`src/rtl/truth_table_sequencer_if.sv`:
```
// ---------------------------------------------------------------------------
// truth_table_sequencer_if
//   Handshake and circuit-side bundle for the truth-table sequencer.
//
//   Signals:
//     start       - begin a sweep (host -> sequencer)
//     abort       - cancel a sweep in progress (host -> sequencer)
//     z_in        - output of the circuit under test (circuit -> sequencer)
//     vec_out     - input vector to the circuit, MSB = input A (sequencer -> circuit)
//     busy        - sweep in progress (sequencer -> host)
//     done        - one-cycle completion pulse (sequencer -> host)
//     table_valid - truth_table holds a complete, unaborted sweep
//     truth_table - bit i = z_in sampled while vec_out == i
//
//   Modports:
//     master - the sequencer itself (drives the circuit inputs and status)
//     slave  - host / circuit side that observes the sequencer
// ---------------------------------------------------------------------------
interface truth_table_sequencer_if #(
    parameter int N_IN = 3
) ();
    logic                 start;
    logic                 abort;
    logic                 z_in;
    logic [N_IN-1:0]      vec_out;
    logic                 busy;
    logic                 done;
    logic                 table_valid;
    logic [(2**N_IN)-1:0] truth_table;

    modport master (
        input  start, abort, z_in,
        output vec_out, busy, done, table_valid, truth_table
    );

    modport slave (
        output start, abort, z_in,
        input  vec_out, busy, done, table_valid, truth_table
    );
endinterface

```
`src/rtl/truth_table_sequencer.sv`:
```
// ---------------------------------------------------------------------------
// truth_table_sequencer
//   Drives a combinational circuit with every input combination
//   0 .. 2**N_IN-1, holding each vector for DWELL clocks, and samples the
//   circuit output on the last clock of each dwell to build its truth table.
//
//   Ports:
//     clk  - system clock, rising edge
//     rst  - asynchronous, active-high reset
//     bus  - truth_table_sequencer_if.master (start/abort/z_in in;
//            vec_out/busy/done/table_valid/truth_table out)
//
//   Parameters:
//     N_IN  - number of circuit inputs (table width 2**N_IN)
//     DWELL - clocks each vector is held, 1..255
//
//   Every output comes straight from a flop; z_in only reaches the table
//   register, so there is no combinational z_in -> output path.
// ---------------------------------------------------------------------------
module truth_table_sequencer #(
    parameter int N_IN  = 3,
    parameter int DWELL = 5
) (
    input  logic                          clk,
    input  logic                          rst,
    truth_table_sequencer_if.master       bus
);
    localparam int TBL_W = 2 ** N_IN;

    localparam logic [7:0]      CNT_LAST = 8'(DWELL - 1);
    localparam logic [7:0]      CNT_ONE  = 8'd1;
    localparam logic [N_IN-1:0] VEC_ONE  = {{(N_IN-1){1'b0}}, 1'b1};
    localparam logic [N_IN-1:0] VEC_LAST = {N_IN{1'b1}};

    typedef enum logic [1:0] {
        IDLE = 2'd0,
        RUN  = 2'd1,
        DONE = 2'd2
    } state_t;

    state_t            state_q, state_d;
    logic [7:0]        cnt_q,   cnt_d;
    logic [N_IN-1:0]   vec_q,   vec_d;
    logic [TBL_W-1:0]  table_q, table_d;
    logic              valid_q, valid_d;
    logic              busy_q,  busy_d;
    logic              done_q,  done_d;

    // State and registered outputs
    always_ff @(posedge clk or posedge rst) begin
        if (rst) begin
            state_q <= IDLE;
            cnt_q   <= '0;
            vec_q   <= '0;
            table_q <= '0;
            valid_q <= 1'b0;
            busy_q  <= 1'b0;
            done_q  <= 1'b0;
        end else begin
            state_q <= state_d;
            cnt_q   <= cnt_d;
            vec_q   <= vec_d;
            table_q <= table_d;
            valid_q <= valid_d;
            busy_q  <= busy_d;
            done_q  <= done_d;
        end
    end

    // Next-state and next-output logic
    always_comb begin
        state_d = state_q;
        cnt_d   = cnt_q;
        vec_d   = vec_q;
        table_d = table_q;
        valid_d = valid_q;

        unique case (state_q)
            IDLE: begin
                vec_d = '0;
                cnt_d = '0;
                // abort dominates start so a host can hold off a sweep
                if (bus.start && !bus.abort) begin
                    state_d = RUN;
                    table_d = '0;
                    valid_d = 1'b0;
                end
            end

            RUN: begin
                if (bus.abort) begin
                    // partial table is left as-is; table_valid stays low
                    state_d = IDLE;
                    vec_d   = '0;
                    cnt_d   = '0;
                end else if (cnt_q == CNT_LAST) begin
                    // last clock of this vector's dwell: capture the output
                    table_d[vec_q] = bus.z_in;
                    cnt_d          = '0;
                    // terminal vector is detected explicitly, vec never wraps
                    if (vec_q == VEC_LAST) begin
                        state_d = DONE;
                        vec_d   = '0;
                        valid_d = 1'b1;
                    end else begin
                        vec_d = vec_q + VEC_ONE;
                    end
                end else begin
                    cnt_d = cnt_q + CNT_ONE;
                end
            end

            DONE: begin
                state_d = IDLE;
                vec_d   = '0;
                cnt_d   = '0;
            end

            default: begin
                state_d = IDLE;
                vec_d   = '0;
                cnt_d   = '0;
            end
        endcase

        // status flags are registered copies of the upcoming state
        busy_d = (state_d == RUN);
        done_d = (state_d == DONE);
    end

    assign bus.vec_out     = vec_q;
    assign bus.busy        = busy_q;
    assign bus.done        = done_q;
    assign bus.table_valid = valid_q;
    assign bus.truth_table = table_q;

endmodule

```
`src/flat_wrapper.sv`:
```
// flat-port wrapper written by rule: the top's interface ports become plain ports
module truth_table_sequencer_flat 
#(
    parameter int N_IN  = 3,
    parameter int DWELL = 5
)
  (clk, rst, bus_start, bus_abort, bus_z_in, bus_vec_out, bus_busy, bus_done, bus_table_valid, bus_truth_table);
  truth_table_sequencer_if #(.N_IN(N_IN)) bus_i ();
  input  logic clk;
  input  logic rst;
  input wire logic [$bits(bus_i.start)-1:0] bus_start;
  input wire logic [$bits(bus_i.abort)-1:0] bus_abort;
  input wire logic [$bits(bus_i.z_in)-1:0] bus_z_in;
  output wire logic [$bits(bus_i.vec_out)-1:0] bus_vec_out;
  output wire logic [$bits(bus_i.busy)-1:0] bus_busy;
  output wire logic [$bits(bus_i.done)-1:0] bus_done;
  output wire logic [$bits(bus_i.table_valid)-1:0] bus_table_valid;
  output wire logic [$bits(bus_i.truth_table)-1:0] bus_truth_table;
  assign bus_i.start = bus_start;
  assign bus_i.abort = bus_abort;
  assign bus_i.z_in = bus_z_in;
  assign bus_vec_out = bus_i.vec_out;
  assign bus_busy = bus_i.busy;
  assign bus_done = bus_i.done;
  assign bus_table_valid = bus_i.table_valid;
  assign bus_truth_table = bus_i.truth_table;
  truth_table_sequencer #(.N_IN(N_IN), .DWELL(DWELL)) u_core (.clk(clk), .rst(rst), .bus(bus_i));
endmodule
```
`config.mk`:
```
export PLATFORM = sky130hd
export DESIGN_NAME = truth_table_sequencer_flat
export DESIGN_NICKNAME = d
export VERILOG_FILES = /design/src/rtl/truth_table_sequencer_if.sv /design/src/rtl/truth_table_sequencer.sv /design/src/flat_wrapper.sv
export SDC_FILE = /design/constraint.sdc
export NUM_CORES = 1
export LEC_CHECK = 0
export ABC_CLOCK_PERIOD_IN_PS = 2020
export CORE_MARGIN = 1
export CORE_UTILIZATION = 61
export DETAILED_ROUTE_END_ITERATION = 12
export DONT_BUFFER_PORTS = 1
export GPL_ROUTABILITY_DRIVEN = 0
export PLACE_DENSITY = 0.77
export SETUP_SLACK_MARGIN = 0.02
export SYNTH_ARGS = -nofsm -noshare
export SYNTH_HDL_FRONTEND = slang
export SYNTH_SLANG_ARGS = --single-unit
export TNS_END_PERCENT = 50
```
`constraint.sdc`:
```
create_clock -name clk -period 2.02 [get_ports clk]
set_input_delay 0.303 -clock clk [delete_from_list [all_inputs] [get_ports clk]]
set_output_delay 0.303 -clock clk [all_outputs]
set_load 0.05 [all_outputs]
```
=== Word-level counts from Yosys, hierarchy flattened ===
Index checks and enable logic that the tools add are counted.

* Word-level logic and storage cells: 52
* Bits of input ports: 5
* Output and inout port bits: 14
* Register bits: 24

* Add/sub/neg operators: 2
* Multiplexer cells: 24
* Magnitude comparators: 2
* Reductions and logical operators: 7
* Equality and inequality tests: 10

{| class="wikitable"
|+ Operators by type and width
! kind !! count
|-
| 8-bit 2-to-1 mux || 6
|-
| 8-bit one-hot mux with 2 select lines || 1
|-
| 3-bit 2-to-1 mux || 4
|-
| 8-bit by 1-bit adder with 8-bit output (second input constant) || 1
|-
| 8-bit bitwise mux || 1
|-
| 8-bit by 3-bit == test with 1-bit output (second input constant) || 1
|-
| 2-bit 2-to-1 mux || 4
|-
| 2-bit by 1-bit != test with 1-bit output (second input constant) || 3
|-
| 1-bit 2-to-1 mux || 5
|-
| 5-bit AND reduction || 1
|-
| 2-bit by 1-bit == test with 1-bit output (second input constant) || 2
|-
| 3-bit by 4-bit less-than comparator with 1-bit output (second input constant) || 1
|-
| 2-bit one-hot mux with 2 select lines || 1
|-
| 4-bit AND reduction || 1
|-
| 3-bit by 1-bit adder with 3-bit output (second input constant) || 1
|-
| 1-bit demux with 3-bit select || 1
|-
| 3-bit == test (second input constant) || 1
|-
| 3-bit by 1-bit greater-or-equal comparator with 1-bit output (second input constant) || 1
|-
| 3-bit by 2-bit != test with 1-bit output (second input constant) || 1
|-
| 2-bit == test (second input constant) || 1
|-
| 1-bit logical AND || 2
|-
| 2-bit logical NOT || 1
|-
| 2-bit != test (second input constant) || 1
|-
| 1-bit one-hot mux with 2 select lines || 1
|-
| 2 further kinds || 2
|}

=== Longest topological paths before layout ===
Gate-level depths: netlist of the first run.

* Depth after elaboration: 8
* Depth in mapped cells: 7
* Mapped depth without buffers: 5

=== Worst setup path after synthesis of the first run ===
Ideal clock, no wire load.

* Kind: register to register
* From: register u_core.cnt_q[4]
* To: register u_core.table_q[0], in the netlist u_core.bus.truth_table[0]
* Stages on the path, launching flop included: 5
* Buffers on the path: 1
* Clock period less this slack: 1.861 ns
* Data arrival time: 1.774 ns
* Setup time: 0.087 ns
* Data required time: 1.933 ns
* Path slack: 0.159 ns
* Path through: dfrtp_1 -> or4_4 -> buf_6 -> or4_4 -> o211ai_1

* Longest elaborated chain between the ends: 3

{| class="wikitable"
|+ RTL lines
! element !! RTL line !! source
|-
| start, declared || truth_table_sequencer.sv:42 || <nowiki>logic [7:0] cnt_q, cnt_d;</nowiki>
|-
| start signal, assigned || truth_table_sequencer.sv:61 || <nowiki>cnt_q <= cnt_d;</nowiki>
|-
| 8-bit by 3-bit == test with 1-bit output || truth_table_sequencer.sv:96 || <nowiki>end else if (cnt_q == CNT_LAST) begin</nowiki>
|-
| 2-bit by 1-bit != test with 1-bit output (no line) || - ||
|-
| 4-bit AND reduction (no line) || - ||
|-
| end signal, assigned || truth_table_sequencer.sv:63 || <nowiki>table_q <= table_d;</nowiki>
|-
| end, declared || truth_table_sequencer.sv:44 || <nowiki>logic [TBL_W-1:0] table_q, table_d;</nowiki>
|}

No other way between the ends.
A chain may end at the register's enable or synchronous reset.

=== Worst setup path in the final report of the first run ===
* From: register u_core.cnt_q[4]
* To: register u_core.vec_q[0], in the netlist u_core.bus.vec_out[0]

* Longest elaborated chain between the ends: 2

{| class="wikitable"
|+ RTL lines
! element !! RTL line !! source
|-
| 8-bit by 3-bit == test with 1-bit output || truth_table_sequencer.sv:96 ||
|-
| 3-bit by 2-bit != test with 1-bit output (no line) || - ||
|-
| end signal, assigned || truth_table_sequencer.sv:62 || <nowiki>vec_q <= vec_d;</nowiki>
|-
| end, declared || truth_table_sequencer.sv:43 || <nowiki>logic [N_IN-1:0] vec_q, vec_d;</nowiki>
|}

No other way between the ends.

==> out/results.tsv, run 1 <==
stage	metric	value	unit
cells_and_area	layout_common_cells	24 x dfrtp_1, 13 x buf_4	
worst_setup_path	critical_path_class	reg2reg	
floorplan	die_width	49.4	µm
worst_setup_path	cp.required	2260	ps
placed_design	io_buffer_count	0	
worst_setup_path	end_kind	flop	
floorplan	core	2040	µm²
timing	fmax	521	MHz
clocking	cts_made_buffers	3	
synthesis	syn-num-nets	149	
timing	max_slew.worst_pin.slew	543	ps
floorplan	die_area	2440	µm²
synthesis	ys_seq_elements	24	
timing	rsz0062_at_grt	yes	
cells_and_area	drive_gt1_frac	0.164	
timing	finalClockSkew	2.23	ps
route	drc_errors	0	
route	drt-initial-drc-count	32	
cells_and_area	final_common_cell	dfrtp_1	
global_routing	antenna_found_initial	0	
clocking	clockBufferDepth	2	
min_path	min-delay-start	bus_abort	
global_routing	grt_pass1_wl	5090	µm
clocking	clock-sinks	24	
cells_and_area	final_util	0.728	
timing	hold_viol_final	0	
run_status	status	completed	
placed_design	dp_hpwl	2150	µm
cells_and_area	nets	157	
worst_setup_path	crit_path_start	u_core.cnt_q[4]	
floorplan	initial_core_util	0.670	
timing	fin_setup_tns	0	ps
floorplan	die_h	49.4	µm
global_routing	grtUsageTotal	0.279	
timing	drv_slew	0	
floorplan	io_pins	19	
worst_setup_path	timing.rr.start	u_core.cnt_q[4]	
synthesis	yosysWarnings	0	
synthesis	synth_cell_types	28	
global_routing	grt_pass1_vias	1096	
clocking	clk_latency	310	ps
timing	post-route-period-util	0.950	
pwr	leakagePower	0.586	nW
cells_and_area	n_antenna_cell	0	
synthesis	netlist_instances	140	
cells_and_area	fillCellCount	166	
timing	min_period	1920	ps
pwr	power_density	535	nW/µm²
route	ant_nets	0	
worst_setup_path	crit_arrival	2160	ps
global_routing	gr-total-overflow	0	
floorplan	rows	16	
clocking	root_buffer	clkbuf_4	
clocking	cts.clk_slew.worst_paths	120	ps
route	routed_wl	3040	µm
job	max_cap_violations	0	
worst_setup_path	worstSetupStartpointType	flop	
cells_and_area	multi_input_area	692	µm²
worst_setup_path	critPathMaxFanout	14	
clocking	htree_levels	1	
route	avgRoutedWirePerCell	17.5	µm
clocking	cts_tree	built	
synthesis	syn_avg_cell_area	9.77	µm²
global_routing	grt_max_degree	25	
pwr	ir_drop	0.000465	V
min_path	hp-class	in2reg	
synthesis	syn_area	1370	µm²
route	drtPass1Iterations	4	
cells_and_area	final-seq-area	601	µm²
route	vias_per_cell	6.51	
timing	relSlewSlack	0.638	
timing	setup_viol	0	
synthesis	ys_seq_area_frac	0.439	
cells_and_area	syn_to_final_growth	8.69	%
route	num_vias	1127	
-- final timing paths --
path | endpoint | slack [ps] | cells after the start
worst max-delay path | u_core.bus.vec_out[0] | 100 | 4
worst min-delay path | u_core.state_q[0] | 50 | 1
min in group asynchronous | u_core.bus.done | 460 | 3
worst min register to register | u_core.cnt_q[0] | 500 | 1
worst max register to register | u_core.bus.vec_out[0] | 100 | 4
max in group asynchronous | u_core.cnt_q[6] | 1320 | 3
-- routing by layer --
metal	vias up	track usage	share of wire
met5	-	0	0
met4	0	0.0980	0.016
met3	6	0.0623	0.057
met2	37	0.459	0.50
met1	531	0.358	0.42
li1	553	-	-
-- what timing repair did --
| item | 4_1_cts | 5_1_grt |
|---|---|---|
| resized for setup | 0 | 1 |
| setup buffers | 0 | 2 |
| hold buffers | 1 | 0 |
| endpoints found under the setup margin | 0 | 3 |
| endpoints found under the hold margin | 24 | 0 |
-- cell usage after synthesis --
| cell type | number | area [µm²] |
|---|---|---|
| inv_1 | 8 | 30.0 |
| nand3_1 | 4 | 20.0 |
| o21a_1 | 8 | 60.1 |
| ha_1 | 4 | 50.1 |
| nor4_1 | 5 | 31.3 |
| o31ai_1 | 1 | 7.51 |
| or3_1 | 5 | 31.3 |
| or4_1 | 2 | 15.0 |
| o311ai_0 | 8 | 70.1 |
| o21bai_1 | 1 | 7.51 |
| a21oi_1 | 6 | 30.0 |
| a41oi_1 | 8 | 70.1 |
| or3b_2 | 4 | 35.0 |
| or4_4 | 2 | 22.5 |
| o21ai_0 | 6 | 30.0 |
| clkbuf_1 | 10 | 37.5 |
| buf_6 | 1 | 11.3 |
| or4b_1 | 1 | 10.0 |
| nand2b_1 | 5 | 31.3 |
| nand3b_1 | 4 | 30.0 |
| nor2_1 | 6 | 22.5 |
| nand4_1 | 1 | 6.26 |
| or2_2 | 1 | 6.26 |
| nand2_1 | 4 | 15.0 |
| o211ai_1 | 8 | 60.1 |
| xnor2_1 | 1 | 8.76 |
| dfrtp_1 | 24 | 601 |
| xor2_1 | 2 | 17.5 |
-- report_power, final --
group	switching, mW	total, mW	leakage, nW	internal, mW
clock	0.130	0.200	0.0138	0.0697
sequential	0.0453	0.537	0.331	0.491
combinational	0.0358	0.0578	0.242	0.0221
-- cell type report --
type                       count  share of cell area
sequential                    24               0.404
clock buffer                   3              0.0152
tap                           27              0.0227
timing repair buffer          14              0.0724
inverter                       8              0.0202
multi-input combinational     97               0.465
-- per-stage QoR --
| step | setup WS (ps) | hold slack, ps | power [mW] | cells | cell area (µm²) |
|---|---|---|---|---|---|
| after floorplan | 159 | 318 | 0.583 | 140 | 1370 |
| after global placement | 150 | 253 | 0.597 | 167 | 1440 |
| after detailed placement | 115 | 260 | 0.602 | 167 | 1440 |
| after CTS | 93.4 | 40.7 | 0.803 | 171 | 1470 |
| after global routing | 7.85 | 30.2 | 0.839 | 173 | 1490 |
| final | 102 | 54.9 | 0.795 | 173 | 1490 |
-- registers in the layout, indices dropped and copies added (netlist names) --
| signal | flops |
|---|---|
| u_core.bus.vec_out | 3 |
| u_core.cnt_q | 8 |
| u_core.bus.truth_table | 8 |
| u_core.state_q | 2 |
| u_core.bus.table_valid | 1 |
| u_core.bus.busy | 1 |
| u_core.bus.done | 1 |
-- worst max-delay path, stage by stage, from the launching register on --
cell and delay (ps):
dfrtp_1 440, or4_4 590, buf_4 210, or4_1 480, a21oi_1 140
-- cell families (layout without fill, tap and decap cells) --
kind of cell | after synthesis | count (layout) | synth area share
AND/OR/NAND/NOR | 44 | 44 | 0.202
XOR/XNOR | 3 | 3 | 0.0192
adder cells (fa/ha/maj) | 4 | 4 | 0.0366
buffers and inverters | 19 | 25 | 0.0576
flip-flops | 24 | 24 | 0.439
AO/OA/AOI/OAI | 46 | 46 | 0.245
Power figures use the tool's default switching activity.
==> run 2, diff against run 1 <==
--- a/config.mk
+++ b/config.mk
@@ -6,12 +6,15 @@
 export NUM_CORES = 1
 export LEC_CHECK = 0
 export ABC_CLOCK_PERIOD_IN_PS = 2020
+export CELL_PAD_IN_SITES_DETAIL_PLACEMENT = 0
+export CELL_PAD_IN_SITES_GLOBAL_PLACEMENT = 1
 export CORE_MARGIN = 1
-export CORE_UTILIZATION = 61
+export CORE_UTILIZATION = 47
 export DETAILED_ROUTE_END_ITERATION = 12
 export DONT_BUFFER_PORTS = 1
 export GPL_ROUTABILITY_DRIVEN = 0
-export PLACE_DENSITY = 0.77
+export HOLD_SLACK_MARGIN = 0.03
+export PLACE_DENSITY_LB_ADDON = 0.1
 export SETUP_SLACK_MARGIN = 0.02
 export SYNTH_ARGS = -nofsm -noshare
 export SYNTH_HDL_FRONTEND = slang
==> constraint.sdc (replaced) <==
create_clock -name clk -period 2.02 [get_ports clk]
set_input_delay 0.404 -clock clk [delete_from_list [all_inputs] [get_ports clk]]
set_output_delay 0.404 -clock clk [all_outputs]
set_load 0.05 [all_outputs]
==> run 2 against run 1 <==
  * Via count about the same
  * Fmax decreased by 0.43%
  * First-iteration DRC count increased by 110%
  * Critical path depth unchanged
  * Combinational power decreased by 6.1%
  * Critical path type unchanged
  * Largest cell class unchanged
==> out/results.tsv, run 2 (same netlist as run 1, synthesis figures left out) <==
stage	metric	value	unit	change
clocking	clock-sinks	24		unchanged
route	wl_met2	1490	µm	-2.4%
worst_setup_path	critical_path_class	reg2reg		
floorplan	die_h	55.9	µm	+13%
timing	fin_setup_tns	0	ps	unchanged
placed_design	io_buffer_count	0		unchanged
floorplan	core	2760	µm²	+35%
timing	hold_viol_final	0		unchanged
route	drtPass1Iterations	4		unchanged
worst_setup_path	crit_slowest_cell	or4_4		
global_routing	grt_pass1_wl	5280	µm	+3.7%
clocking	cts.clk_slew.worst_paths	140	ps	+20 ps
timing	rsz0062_at_grt	no		
worst_setup_path	critPathMaxFanout	13		-1
clocking	clk_latency	310	ps	about the same
cells_and_area	nets	156		-0.64%
route	avgRoutedWirePerCell	17.5	µm	-0.33%
worst_setup_path	cpPeakStageDelay	600	ps	about the same
placed_design	dp.cells	172		+3.0%
worst_setup_path	crit_arrival	2110	ps	-50 ps
clocking	cts_made_buffers	3		unchanged
floorplan	initial_core_util	0.496		-0.174
route	ant_nets	0		unchanged
route	routed_wl	3100	µm	+2.0%
cells_and_area	final_common_cell	dfrtp_1		
route	vias_per_cell	6.36		-2.3%
worst_setup_path	end_kind	flop		
job	max_cap_violations	0		unchanged
min_path	holdPathStages	1		unchanged
floorplan	io_pins	19		unchanged
route	highest_layer	met4		
floorplan	die_width	55.9	µm	+13%
floorplan	die_area	3130	µm²	+28%
worst_setup_path	cp.required	2200	ps	-60 ps
route	drc_errors	0		unchanged
global_routing	antenna_found_initial	0		unchanged
cells_and_area	syn_to_final_growth	9.52	%	
cells_and_area	finalNonFillerCells	177		+2.3%
placed_design	dp_hpwl	2210	µm	+3.1%
clocking	htree_levels	1		unchanged
pwr	power_density	565	nW/µm²	+5.7%
worst_setup_path	path_cells	or4_4 -> buf_4 -> o311ai_0 -> o211ai_1		
clocking	clockBufferDepth	2		unchanged
cells_and_area	layout_common_cells	24 x dfrtp_1, 12 x buf_4		
global_routing	grt_max_degree	25		unchanged
timing	setup_viol	0		unchanged
route	drt-initial-drc-count	66		+110%
route	wl_met3	171	µm	-0.58%
min_path	hp-class	in2reg		
worst_setup_path	r2r_cells	4		unchanged
timing	fmax	519	MHz	-0.43%
floorplan	rows	19		+3
timing	max_slew.worst_pin.slew	541	ps	-2.66 ps
global_routing	grt_pass1_vias	1142		+4.2%
timing	post-route-period-util	0.954		+0.00413
timing	min_period	1930	ps	+8.35 ps
timing	relSlewSlack	0.640		+0.00178
timing	drv_slew	0		unchanged
route	wl_met1	1420	µm	+10%
timing	finalClockSkew	7.31	ps	+5.07 ps
pwr	leakagePower	0.592	nW	+0.93%
pwr	ir_drop	0.000317	V	-32%
route	num_vias	1126		-0.089%
clocking	root_buffer	clkbuf_4		
global_routing	grtUsageTotal	0.215		-0.0634
global_routing	gr-total-overflow	0		unchanged
clocking	cts_tree	built		
worst_setup_path	worstSetupStartpointType	flop		
cells_and_area	n_antenna_cell	0		unchanged
cells_and_area	drive_gt1_frac	0.164		unchanged
run_status	status	completed		
run 2: layout make-up:
type                            count  area (µm²)
Inverter                            8        30.0
Sequential cell                    24         601
Multi-Input combinational cell     97         692
Clock buffer                        4        36.3
Tap cell                           31        38.8
Timing Repair Buffer               13         100
Fill cell                         255        1260
run 2: worst paths after layout:
path	startpoint	end	slack [ps]
max in group asynchronous	rst	u_core.bus.vec_out[0]	1230
setup reg to reg	u_core.cnt_q[5]	u_core.bus.truth_table[7]	90
hold / removal	bus_abort	u_core.bus.busy	140
setup / recovery	u_core.cnt_q[5]	u_core.bus.truth_table[7]	90
min in group asynchronous	rst	u_core.bus.table_valid	560
hold reg to reg	u_core.cnt_q[0]	u_core.cnt_q[0]	510
run 2: stage by stage:
| stage | util | total power, mW | hold slack, ps | setup WS (ps) | area, µm² |
|---|---|---|---|---|---|
| 2_1_floorplan | - | 0.583 | 419 | 159 | 1370 |
| 3_3_place_gp | 0.525 | 0.597 | 356 | 139 | 1450 |
| 3_5_place_dp | 0.525 | 0.599 | 358 | 110 | 1450 |
| 4_1_cts | 0.542 | 0.857 | 124 | 73.1 | 1490 |
| 5_1_grt | 0.543 | 0.886 | 111 | 21.1 | 1500 |
| 6_report | 0.543 | 0.846 | 138 | 93.2 | 1500 |
run 2: worst max-delay path, delay by kind of cell, from the launching register on:
kind                   cells  cell delay, ps
and+or+nand+nor            1             600
AOI/OAI and AO/OA          2             550
buffers and inverters      1             200
DFF                        1             440
run 2: what timing repair did:
| item | 4_1_cts | 5_1_grt |
|---|---|---|
| endpoints found under the setup margin | 0 | 4 |
| setup buffers | 0 | 0 |
| gates resized for setup | 0 | 1 |
| endpoints found under the hold margin | 24 | 0 |
| hold buffers | 1 | 0 |
run 2: power breakdown:
part	switching, mW	internal [mW]	leakage [nW]
Combinational	0.0334	0.0209	0.240
Sequential	0.0443	0.492	0.331
Clock	0.146	0.110	0.0210
run 2: metal layers:
metal,track usage,vias to the layer above
li1,-,551
met1,0.263,538
met2,0.377,35
met3,0.0372,2
met4,0.0871,0
met5,0,-
